### config.mk
export PLATFORM = sky130hd
export DESIGN_NAME = banyan_capture_sequencer
export DESIGN_NICKNAME = d
export VERILOG_FILES = /design/src/rtl/banyan_seq_pkg.sv /design/src/rtl/banyan_mask_table.sv /design/src/rtl/banyan_capture_sequencer.sv
export SDC_FILE = /design/constraint.sdc
export NUM_CORES = 1
export LEC_CHECK = 0
export CORE_ASPECT_RATIO = 2
export CORE_UTILIZATION = 39
export CTS_BUF_LIST = sky130_fd_sc_hd__clkbuf_8 sky130_fd_sc_hd__clkbuf_16
export CTS_CLUSTER_SIZE = 30
export DETAILED_ROUTE_END_ITERATION = 7
export PLACE_DENSITY = 0.69
export SYNTH_ARGS = -nofsm -noshare
export SYNTH_HDL_FRONTEND = slang
export SYNTH_SLANG_ARGS = --single-unit
### constraint.sdc
create_clock -name clk -period 6.6 [get_ports clk]
set_input_delay 1.32 -clock clk [delete_from_list [all_inputs] [get_ports clk]]
set_output_delay 1.32 -clock clk [all_outputs]
set_load 0.01 [all_outputs]
### src/rtl/banyan_seq_pkg.sv
// Shared definitions for the banyan capture sequencer.
//   seq_state_t : sequencer state encoding
//   MASK_W      : banyan channel mask width
//   FILL_BLANK  : FILL cycles during which the full flag is ignored, because
//                 the memory reset issued by the trigger clears full a little later
package banyan_seq_pkg;

   localparam int MASK_W     = 8;
   localparam int FILL_BLANK = 2;

   typedef enum logic [2:0] {
      IDLE    = 3'd0,
      LOAD    = 3'd1,
      SETTLE  = 3'd2,
      TRIG    = 3'd3,
      FILL    = 3'd4,
      READOUT = 3'd5
   } seq_state_t;

endpackage

### src/rtl/banyan_mask_table.sv
// Mask table: 2**SAW entries of MASK_W bits, one per capture step.
// Cleared by reset, written synchronously, read combinationally.
// Ports:
//   clk, rst_n   : clock, async active-low reset
//   we/waddr/wdata : host write port
//   raddr/rdata  : combinational read port
module banyan_mask_table
   import banyan_seq_pkg::*;
#(
   parameter int SAW = 2
) (
   input  logic              clk,
   input  logic              rst_n,
   input  logic              we,
   input  logic [SAW-1:0]    waddr,
   input  logic [MASK_W-1:0] wdata,
   input  logic [SAW-1:0]    raddr,
   output logic [MASK_W-1:0] rdata
);

   localparam int DEPTH = 2**SAW;

   logic [MASK_W-1:0] mem [DEPTH];

   always_ff @(posedge clk or negedge rst_n) begin
      if (!rst_n) begin
         for (int i = 0; i < DEPTH; i++) begin
            mem[i] <= '0;
         end
      end else if (we) begin
         mem[waddr] <= wdata;
      end
   end

   assign rdata = mem[raddr];

endmodule

### src/rtl/banyan_capture_sequencer.sv
// Banyan capture sequencer: steps through a host-loaded list of banyan masks,
// applying each mask, waiting a settle time, firing one capture trigger,
// waiting for the capture memory to fill, then handing the buffer to the
// reader via readout_req/readout_ack.
//
// Optional feature macro: BANYAN_SEQ_LOOP_EN adds input loop_en; when high,
// the last step's ack restarts the list at step 0 instead of finishing.
//
// Ports:
//   clk, rst_n            : capture clock, async active-low reset
//   start, abort          : single-cycle control pulses
//   mask_we/waddr/wdata   : mask-table write port
//   n_steps               : steps per sequence (saturates at 2**SAW)
//   settle_cycles         : settle delay after a mask change
//   timeout_cycles        : fill timeout, 0 disables
//   full, readout_ack     : capture memory full flag, reader ack
//   banyan_mask, capture_trig, readout_req : drives to memory / reader
//   busy, done, timeout_err, step_idx      : status
//
// state   | meaning
// IDLE    | waiting for start
// LOAD    | drive mask of current step
// SETTLE  | settle countdown after the mask change
// TRIG    | one-cycle capture trigger
// FILL    | wait for full (blanked first cycles), optional timeout
// READOUT | readout_req high until ack
module banyan_capture_sequencer
   import banyan_seq_pkg::*;
#(
   parameter int SAW = 2,
   parameter int TW  = 20,
   parameter int SW  = 8
) (
   input  logic              clk,
   input  logic              rst_n,
   input  logic              start,
   input  logic              abort,
   input  logic              mask_we,
   input  logic [SAW-1:0]    mask_waddr,
   input  logic [MASK_W-1:0] mask_wdata,
   input  logic [SAW:0]      n_steps,
   input  logic [SW-1:0]     settle_cycles,
   input  logic [TW-1:0]     timeout_cycles,
   input  logic              full,
   input  logic              readout_ack,
`ifdef BANYAN_SEQ_LOOP_EN
   input  logic              loop_en,
`endif
   output logic [MASK_W-1:0] banyan_mask,
   output logic              capture_trig,
   output logic              readout_req,
   output logic              busy,
   output logic              done,
   output logic              timeout_err,
   output logic [SAW-1:0]    step_idx
);

   localparam logic [SAW:0] DEPTH   = (SAW+1)'(2**SAW);
   localparam logic [SAW:0] ONE     = (SAW+1)'(1);
   localparam logic [1:0]   BLANK_N = 2'(FILL_BLANK);

   seq_state_t        state;
   logic [SW-1:0]     settle_cnt;
   logic [TW-1:0]     fill_cnt;
   logic              to_en;
   logic [1:0]        blank_cnt;
   logic [MASK_W-1:0] table_mask;
   logic [SAW:0]      eff_steps;
   logic              last_step;
   logic              loop_active;

   banyan_mask_table #(.SAW(SAW)) u_mask_table (
      .clk   (clk),
      .rst_n (rst_n),
      .we    (mask_we),
      .waddr (mask_waddr),
      .wdata (mask_wdata),
      .raddr (step_idx),
      .rdata (table_mask)
   );

`ifdef BANYAN_SEQ_LOOP_EN
   assign loop_active = loop_en;
`else
   assign loop_active = 1'b0;
`endif

   assign eff_steps = (n_steps > DEPTH) ? DEPTH : n_steps;
   assign last_step = ({1'b0, step_idx} == (eff_steps - ONE));

   always_ff @(posedge clk or negedge rst_n) begin
      if (!rst_n) begin
         state        <= IDLE;
         settle_cnt   <= '0;
         fill_cnt     <= '0;
         to_en        <= 1'b0;
         blank_cnt    <= '0;
         banyan_mask  <= '0;
         capture_trig <= 1'b0;
         readout_req  <= 1'b0;
         busy         <= 1'b0;
         done         <= 1'b0;
         timeout_err  <= 1'b0;
         step_idx     <= '0;
      end else begin
         capture_trig <= 1'b0;
         done         <= 1'b0;
         if (abort) begin
            state       <= IDLE;
            readout_req <= 1'b0;
            banyan_mask <= '0;
            step_idx    <= '0;
            busy        <= 1'b0;
         end else begin
            case (state)
               IDLE: begin
                  if (start && (n_steps != '0)) begin
                     state       <= LOAD;
                     step_idx    <= '0;
                     timeout_err <= 1'b0;
                     busy        <= 1'b1;
                  end
               end
               LOAD: begin
                  banyan_mask <= table_mask;
                  settle_cnt  <= settle_cycles;
                  state       <= SETTLE;
               end
               SETTLE: begin
                  if (settle_cnt == '0) begin
                     state        <= TRIG;
                     capture_trig <= 1'b1;
                  end else begin
                     settle_cnt <= settle_cnt - 1'b1;
                  end
               end
               TRIG: begin
                  fill_cnt  <= timeout_cycles;
                  to_en     <= (timeout_cycles != '0);
                  blank_cnt <= BLANK_N;
                  state     <= FILL;
               end
               FILL: begin
                  if (blank_cnt != '0) begin
                     blank_cnt <= blank_cnt - 1'b1;
                  end
                  // A full seen in the same cycle as expiry still wins.
                  if ((blank_cnt == '0) && full) begin
                     state       <= READOUT;
                     readout_req <= 1'b1;
                  end else if (to_en && (fill_cnt == '0)) begin
                     timeout_err <= 1'b1;
                     banyan_mask <= '0;
                     busy        <= 1'b0;
                     state       <= IDLE;
                  end else if (to_en) begin
                     fill_cnt <= fill_cnt - 1'b1;
                  end
               end
               READOUT: begin
                  if (readout_ack) begin
                     readout_req <= 1'b0;
                     if (!last_step) begin
                        step_idx <= step_idx + 1'b1;
                        state    <= LOAD;
                     end else if (loop_active) begin
                        step_idx <= '0;
                        state    <= LOAD;
                     end else begin
                        done  <= 1'b1;
                        busy  <= 1'b0;
                        state <= IDLE;
                     end
                  end
               end
               default: begin
                  state <= IDLE;
                  busy  <= 1'b0;
               end
            endcase
         end
      end
   end

endmodule

==> results of run 1 <==
## sequential cells by signal (all words and copies together) (netlist names)
name / cells
step_idx: 2
busy: 1
to_en: 1
done: 1
blank_cnt: 2
readout_req: 1
u_mask_table.mem: 32
state: 3
capture_trig: 1
fill_cnt: 20
timeout_err: 1
settle_cnt: 8
banyan_mask: 8
## synthesized netlist by cell type (2+ instances only)
cell type   n  area share, %
and3_1      5           0.70
nand2b_1    4           0.56
nor4b_1     2           0.39
nand2_1    23            1.9
nor2_1     42            3.5
buf_4       2           0.34
nor2b_1     4           0.56
o31ai_1    11            1.9
dfrtp_1    81             46
o21ai_0    38            4.3
clkbuf_1   24            2.0
nor3b_1     2           0.34
and2_1      2           0.28
or2_2       2           0.28
a22oi_1     5           0.84
a41oi_1     4           0.79
o41ai_1     2           0.39
a2bb2oi_1   4           0.79
a21o_1      3           0.51
o22a_1      6            1.2
a211oi_1    4           0.68
nor3_1     24            2.7
mux4_2      8            4.1
nand3b_1    3           0.51
inv_1      11           0.93
a21oi_1    32            3.6
o31a_1      3           0.59
o22ai_1     3           0.42
ha_1        6            1.7
or4_1       3           0.51
nor4_1     15            2.1
o21a_1      2           0.34
nand3_1     8           0.90
nand4_1     2           0.28
mux2_2     33            8.4
a31oi_1     2           0.28
or3_1       5           0.70
## placed cells by master (no fill, tap or decap), types with 6 or more instances in the layout
master,instances
a21oi_1,32
clkbuf_16,9
clkdlybuf4s50_1,61
dfrtp_1,81
ha_1,6
inv_1,12
mux2_2,33
mux4_2,8
nand2_1,23
nand3_1,8
nor2_1,42
nor3_1,24
nor4_1,15
o21ai_0,37
o22a_1,6
o31ai_1,11
## power breakdown
part | switching (mW) | total [mW] | internal [mW] | leakage [nW]
Combinational | 0.320 | 0.604 | 0.284 | 1.01
Sequential | 0.168 | 0.815 | 0.647 | 0.998
Clock | 0.207 | 0.465 | 0.258 | 0.138
## kinds of logic (layout without fill, tap and decap cells)
family	after synthesis	after routing
and+or+nand+nor	151	151
buffers and inverters	39	93
xor gates and xnor gates	2	2
DFF	81	81
adders and majority gates	6	6
AOI/OAI and AO/OA	128	128
muxes	42	42
## how the worst min path moves through the flow
stage	from	endpoint	slack [ns]	cells after the start
2_1_floorplan	blank_cnt[0]	blank_cnt[0]	0.44	1
3_3_place_gp	blank_cnt[0]	blank_cnt[0]	0.45	1
3_5_place_dp	blank_cnt[0]	blank_cnt[0]	0.49	1
4_1_cts	blank_cnt[0]	blank_cnt[0]	0.50	1
5_1_grt	u_mask_table.mem[23]	u_mask_table.mem[23]	0.51	1
6_report	blank_cnt[0]	blank_cnt[0]	0.48	1
## worst max-delay path, delay by kind of cell
kind / cells / cell delay [ns]
buf+inv: 1 / 0.85
simple gates: 1 / 0.54
compound gates: 2 / 0.88
## metal layers
metal  vias up  global-route usage (%)  share of wire (%)
li1       1773                       -                  -
met3        25                    4.00                4.2
met5         -                       0                  0
met2       109                    36.7                 54
met1      1862                    22.1                 39
met4         0                    9.07                2.9
## metrics by stage
stage	power [mW]	setup WS, ns	utilization (%)	area [µm²]
detailed placement	1.43	2.83	46.8	5160
finish	1.88	3.23	49.4	5440
CTS	1.90	3.18	49.4	5440
global placement	1.39	2.91	46.8	5160
global route	2.01	3.08	49.4	5440
floorplan	1.21	3.81	-	4450
## area by class of cell
type | count | area [µm²] | area share [%]
clock inverters | 7 | 55.1 | 1.01
repair buffers | 66 | 648 | 11.9
inverters | 11 | 41.3 | 0.759
clock buffers | 9 | 225 | 4.14
well taps | 140 | 175 | 3.22
multi-input cells | 329 | 2260 | 41.7
flip-flops and latches | 81 | 2030 | 37.3
==> flow_summary.toml, run 1 <==
[grt]
antenna_found_initial = 0
globalRoute.totalOverflow = 0
grt_pass1_wl_um = 18700
grt_usage_pct = 20.2
grt_max_degree = 82
first_global_vias = 3801

[die]
core_area_mm2 = 0.0110
core.rowCount = 54
start_util_pct = 40.4
dieArea_mm2 = 0.0119
die_height_um = 153
pin_count = 63
die_x_um = 77.5

[status]
status = "completed"

[routing]
wl_um = 11300
viasPerCell = 5.86
drtIter0Drc = 203
wl_per_cell_um = 17.6
vias = 3769
post-route-drc-count = 0
postRouteAntennaNets = 0
dr.pass1.iters = 5

[cts]
h-tree-depth = 3
numCtsBuffers = 9
hold_buffers = 0
clock_path_buffers = 2
cts_setup_buffers = 0
ctsResizeCount = 0
clk_pin_slew_ns = 0.06
cts_tree = "built"
clk-insertion-delay-late_ns = 0.34
cts_sinks = 81
cts_root_buf = "clkbuf_16"

[sta]
tightest_slew_ns = 1.05
rsz0062_at_grt = "false"
post-route-period-util_pct = 51.1
worst_hold_slack_ns = 0.484
final-setup-viol-count = 0
min_period_ns = 3.37
drv_slew = 0
finalHoldViolCount = 0
fmax_ghz = 0.296
slew_headroom_pct = 30.0
clock_skew_ns = 0.00693
finalSetupTns_ns = 0

[setup_path]
endpoint = "fill_cnt[19]"
cp.arrival_ns = 3.59
cp_max_fo = 22
cp_slowest_cell = "clkdlybuf4s50_1"
reg2reg_slack_ns = 3.65
reg2reg_from = "fill_cnt[0]"
crit_type = "in -> reg"
startpoint = "abort"
cp-end-kind = "flip-flop"
startpoint_type = "primary input"
crit_path_cell_trace = "clkdlybuf4s50_1 -> a21o_1 -> or2_2 -> o22a_1"
slowest_delay_ns = 0.85
ff2ff_path_depth = 8
reg2reg_to = "fill_cnt[0]"
cp_data_required_time_ns = 6.82

[logic_synthesis]
ys_types = 56
synth_top_family_by_area = "compound AO/OA/AOI/OAI gates"
synth-compound-area-share_pct = 18.4
synth-edff-count = 0
yosysSeqAreaShare_pct = 45.6
syn_avg_cell_area_um2 = 9.91
async_reset_ff_share_pct = 100
syn-instance-count = 449
synth_fa_ha_area_share_pct = 1.69
yosys.area_share.simple_pct = 17.7
synth_seq_cells = 81
yosysWarnings = 0
synth_area_mm2 = 0.00445
synth-xor-area-share_pct = 0.394
syn_nets = 503
synth_mux_area_share_pct = 12.6
ys.flop_type = "dfrtp_1"

[flow_run]
drv_cap = 0

[place]
place_hpwl_um = 8080
gp_congestion = 0.826
io_buffers = 62
placedCellCount = 627

[power]
power.leakage_nw = 2.15
powerDensity_mw_per_mm2 = 347
vdd_drop_max_uv = 180

[finish]
nets = 552
final_cells = 643
drive_above_1_share_pct = 13.9
fillCellCount = 1038
syn2layout_area_growth_pct = 22.2
num_antenna_cells = 0

[hold_path]
hp-class = "reg -> reg"
(Power assumes the default switching activity.)
==> inputs of run 2 (changes only) <==
--- a/config.mk
+++ b/config.mk
@@ -10,7 +10,7 @@
 export CTS_BUF_LIST = sky130_fd_sc_hd__clkbuf_8 sky130_fd_sc_hd__clkbuf_16
 export CTS_CLUSTER_SIZE = 30
 export DETAILED_ROUTE_END_ITERATION = 7
-export PLACE_DENSITY = 0.69
+export PLACE_DENSITY = 0.72
 export SYNTH_ARGS = -nofsm -noshare
 export SYNTH_HDL_FRONTEND = slang
 export SYNTH_SLANG_ARGS = --single-unit
==> constraint.sdc (replaced) <==
create_clock -name clk -period 2.8 [get_ports clk]
set_input_delay 0.56 -clock clk [delete_from_list [all_inputs] [get_ports clk]]
set_output_delay 0.56 -clock clk [all_outputs]
set_load 0.01 [all_outputs]
==> run 2 against run 1 <==
Register-to-register slack worse by 3.5 ns. Final area is 3.6% higher. Hold slack worse by 0.26 ns. Largest power group unchanged. Total power grew to 2.5 times the previous value. Non-clock buffer count is 17 higher. Sequential share of layout area is 1.3 points lower. Flip-flop and latch count stayed put. Routed wire length is 1.1% higher. First-iteration DRC count is 22% higher. Largest cell class unchanged. Critical path depth is 3 higher. Clock skew is 0.0011 ns higher. Die area stayed put.
==> flow_summary.toml, run 2 (same netlist as run 1, synthesis figures left out) <==
[setup_path]
cp.arrival_ns = 2.89
cp-end-kind = "flip-flop"
path_buf_inv = 1
reg2reg_slack_ns = 0.15
crit_type = "reg -> reg"
startpoint_type = "flip-flop"
startpoint = "fill_cnt[0]"
cpLargestDelayFamily = "simple AND/OR/NAND/NOR gates"
cp_max_fo = 5
slowest_delay_ns = 0.57
crit_path_cell_trace = "inv_1 -> ha_1 -> or4b_1 -> or4_4 -> nor4_1 -> o31ai_1 -> a21bo_2"
reg2reg_from = "fill_cnt[0]"
cp_slowest_cell = "or4_4"
cp_data_required_time_ns = 3.03

[power]
p_int_mw = 3.06
pwr-share-clk_pct = 27.7
switching_power_mw = 1.69
vdd_drop_max_uv = 481
powerDensity_mw_per_mm2 = 842
power_frac_comb_pct = 32.8
p_sw_share_pct = 35.5
power.leakage_nw = 2.27
sequentialPowerShare_pct = 39.5

[finish]
nets = 569
fillCellCount = 969
num_antenna_cells = 0
multi_input_area_mm2 = 0.00227
layout_commonest_cell = "dfrtp_1"
syn2layout_area_growth_pct = 26.6
reg.largest.list = "u_mask_table.mem x32, fill_cnt x20"
fin_area_mm2 = 0.00563
largest_register_ffs = 32
ff_latch_area_mm2 = 0.00203
final_util_pct = 51.1
drive_above_1_share_pct = 16.9
top_register = "u_mask_table.mem"
mostFrequentLayoutCells = "81 x dfrtp_1, 61 x clkdlybuf4s50_1, 42 x nor2_1, 38 x o21ai_0, 33 x mux2_2"
final_cells = 660

[grt]
grt_usage_pct = 20.1
antenna_found_initial = 0
globalRoute.totalOverflow = 0
grt_pass1_wl_um = 18700
grt_max_degree = 82
first_global_vias = 3885

[routing]
postRouteAntennaNets = 0
dr.pass1.iters = 4
drtIter0Drc = 248
vias = 3802
viasPerCell = 5.76
post-route-drc-count = 0
wl_um = 11400
wl_per_cell_um = 17.3

[sta]
final-setup-viol-count = 0
tightest_slew_ns = 0.653
fmax_ghz = 0.377
min_period_ns = 2.65
finalHoldViolCount = 0
worst_hold_slack_ns = 0.228
finalSetupTns_ns = 0
post-route-period-util_pct = 94.8
rsz0062_at_grt = "false"
clock_skew_ns = 0.00803
drv_slew = 0
slew_headroom_pct = 56.1

[hold_path]
hp-class = "in -> async"

[cts]
numCtsBuffers = 9
clk-insertion-delay-late_ns = 0.34
clk_pin_slew_ns = 0.07
cts_sinks = 81
cts_tree = "built"
h-tree-depth = 3
hold_buffers = 0
cts_root_buf = "clkbuf_16"
clock_path_buffers = 2

[die]
core_area_mm2 = 0.0110
start_util_pct = 40.4
die_height_um = 153
die_x_um = 77.5
pin_count = 63
dieArea_mm2 = 0.0119
core.rowCount = 54

[place]
placed_area_mm2 = 0.00529
placedCellCount = 643
io_buffers = 62
place_hpwl_um = 8400
gp_congestion = 0.843

[flow_run]
drv_cap = 0

[status]
status = "completed"
==> run 2: cell types whose count changed in the layout (fill, tap and decap cells not counted), moves of 2 or more <==
cell	delta
bufinv_16	+2
clkinv_4	-2
inv_8	+2
buf_4	+16
==> run 2: worst paths after layout <==
kind	to	cells past startpoint
worst max-delay path	busy	7
worst min-delay path	settle_cnt[4]	2
worst max register to register	busy	7
worst min register to register	blank_cnt[0]	1
max in group asynchronous	u_mask_table.mem[25]	2
min in group clk	blank_cnt[0]	1
==> run 2: power groups by stage <==
stage	Clock, mW	Combinational [mW]	Sequential (mW)
6_report	1.31	1.56	1.87
5_1_grt	1.39	1.74	1.93
4_1_cts	1.34	1.56	1.87
3_5_place_dp	0	1.55	1.89
3_3_place_gp	0	1.48	1.86
2_1_floorplan	0	1.10	1.76
==> run 2: stage by stage <==
stage,power (mW),setup WS (ns)
global route,5.06,0.00999
finish,4.74,0.145
floorplan,2.86,0.266
CTS,4.77,0.0440
detailed placement,3.44,0.0615
global placement,3.34,0.115
==> run 2: layout make-up <==
cell class / instances / area share (%)
repair buffers: 83 / 14.0
well taps: 140 / 3.11
clock buffers: 9 / 4.00
flip-flops and latches: 81 / 36.0
multi-input cells: 329 / 40.2
clock inverters: 7 / 1.93
inverters: 11 / 0.733
==> run 2: timing repair <==
item                                    CTS  global route
setup buffers                             0             1
endpoints found under the setup margin    0            19
resized for setup                         0             1
==> run 2: layer usage <==
metal	part of all wire, %	wire (µm)	global-route usage [%]	vias up
met5	0	0	0	-
met2	55	6290	36.4	111
met3	4.5	514	4.36	20
met4	2.8	321	9.97	0
li1	-	-	-	1822
met1	38	4300	21.5	1849
==> inputs of run 3 (changes only) <==
--- a/config.mk
+++ b/config.mk
@@ -11,6 +11,7 @@
 export CTS_CLUSTER_SIZE = 30
 export DETAILED_ROUTE_END_ITERATION = 7
 export PLACE_DENSITY = 0.72
+export SKIP_LAST_GASP = 1
 export SYNTH_ARGS = -nofsm -noshare
 export SYNTH_HDL_FRONTEND = slang
 export SYNTH_SLANG_ARGS = --single-unit
==> results of run 3 <==
The final DEF is identical to that of run 2; final timing and power are the same.
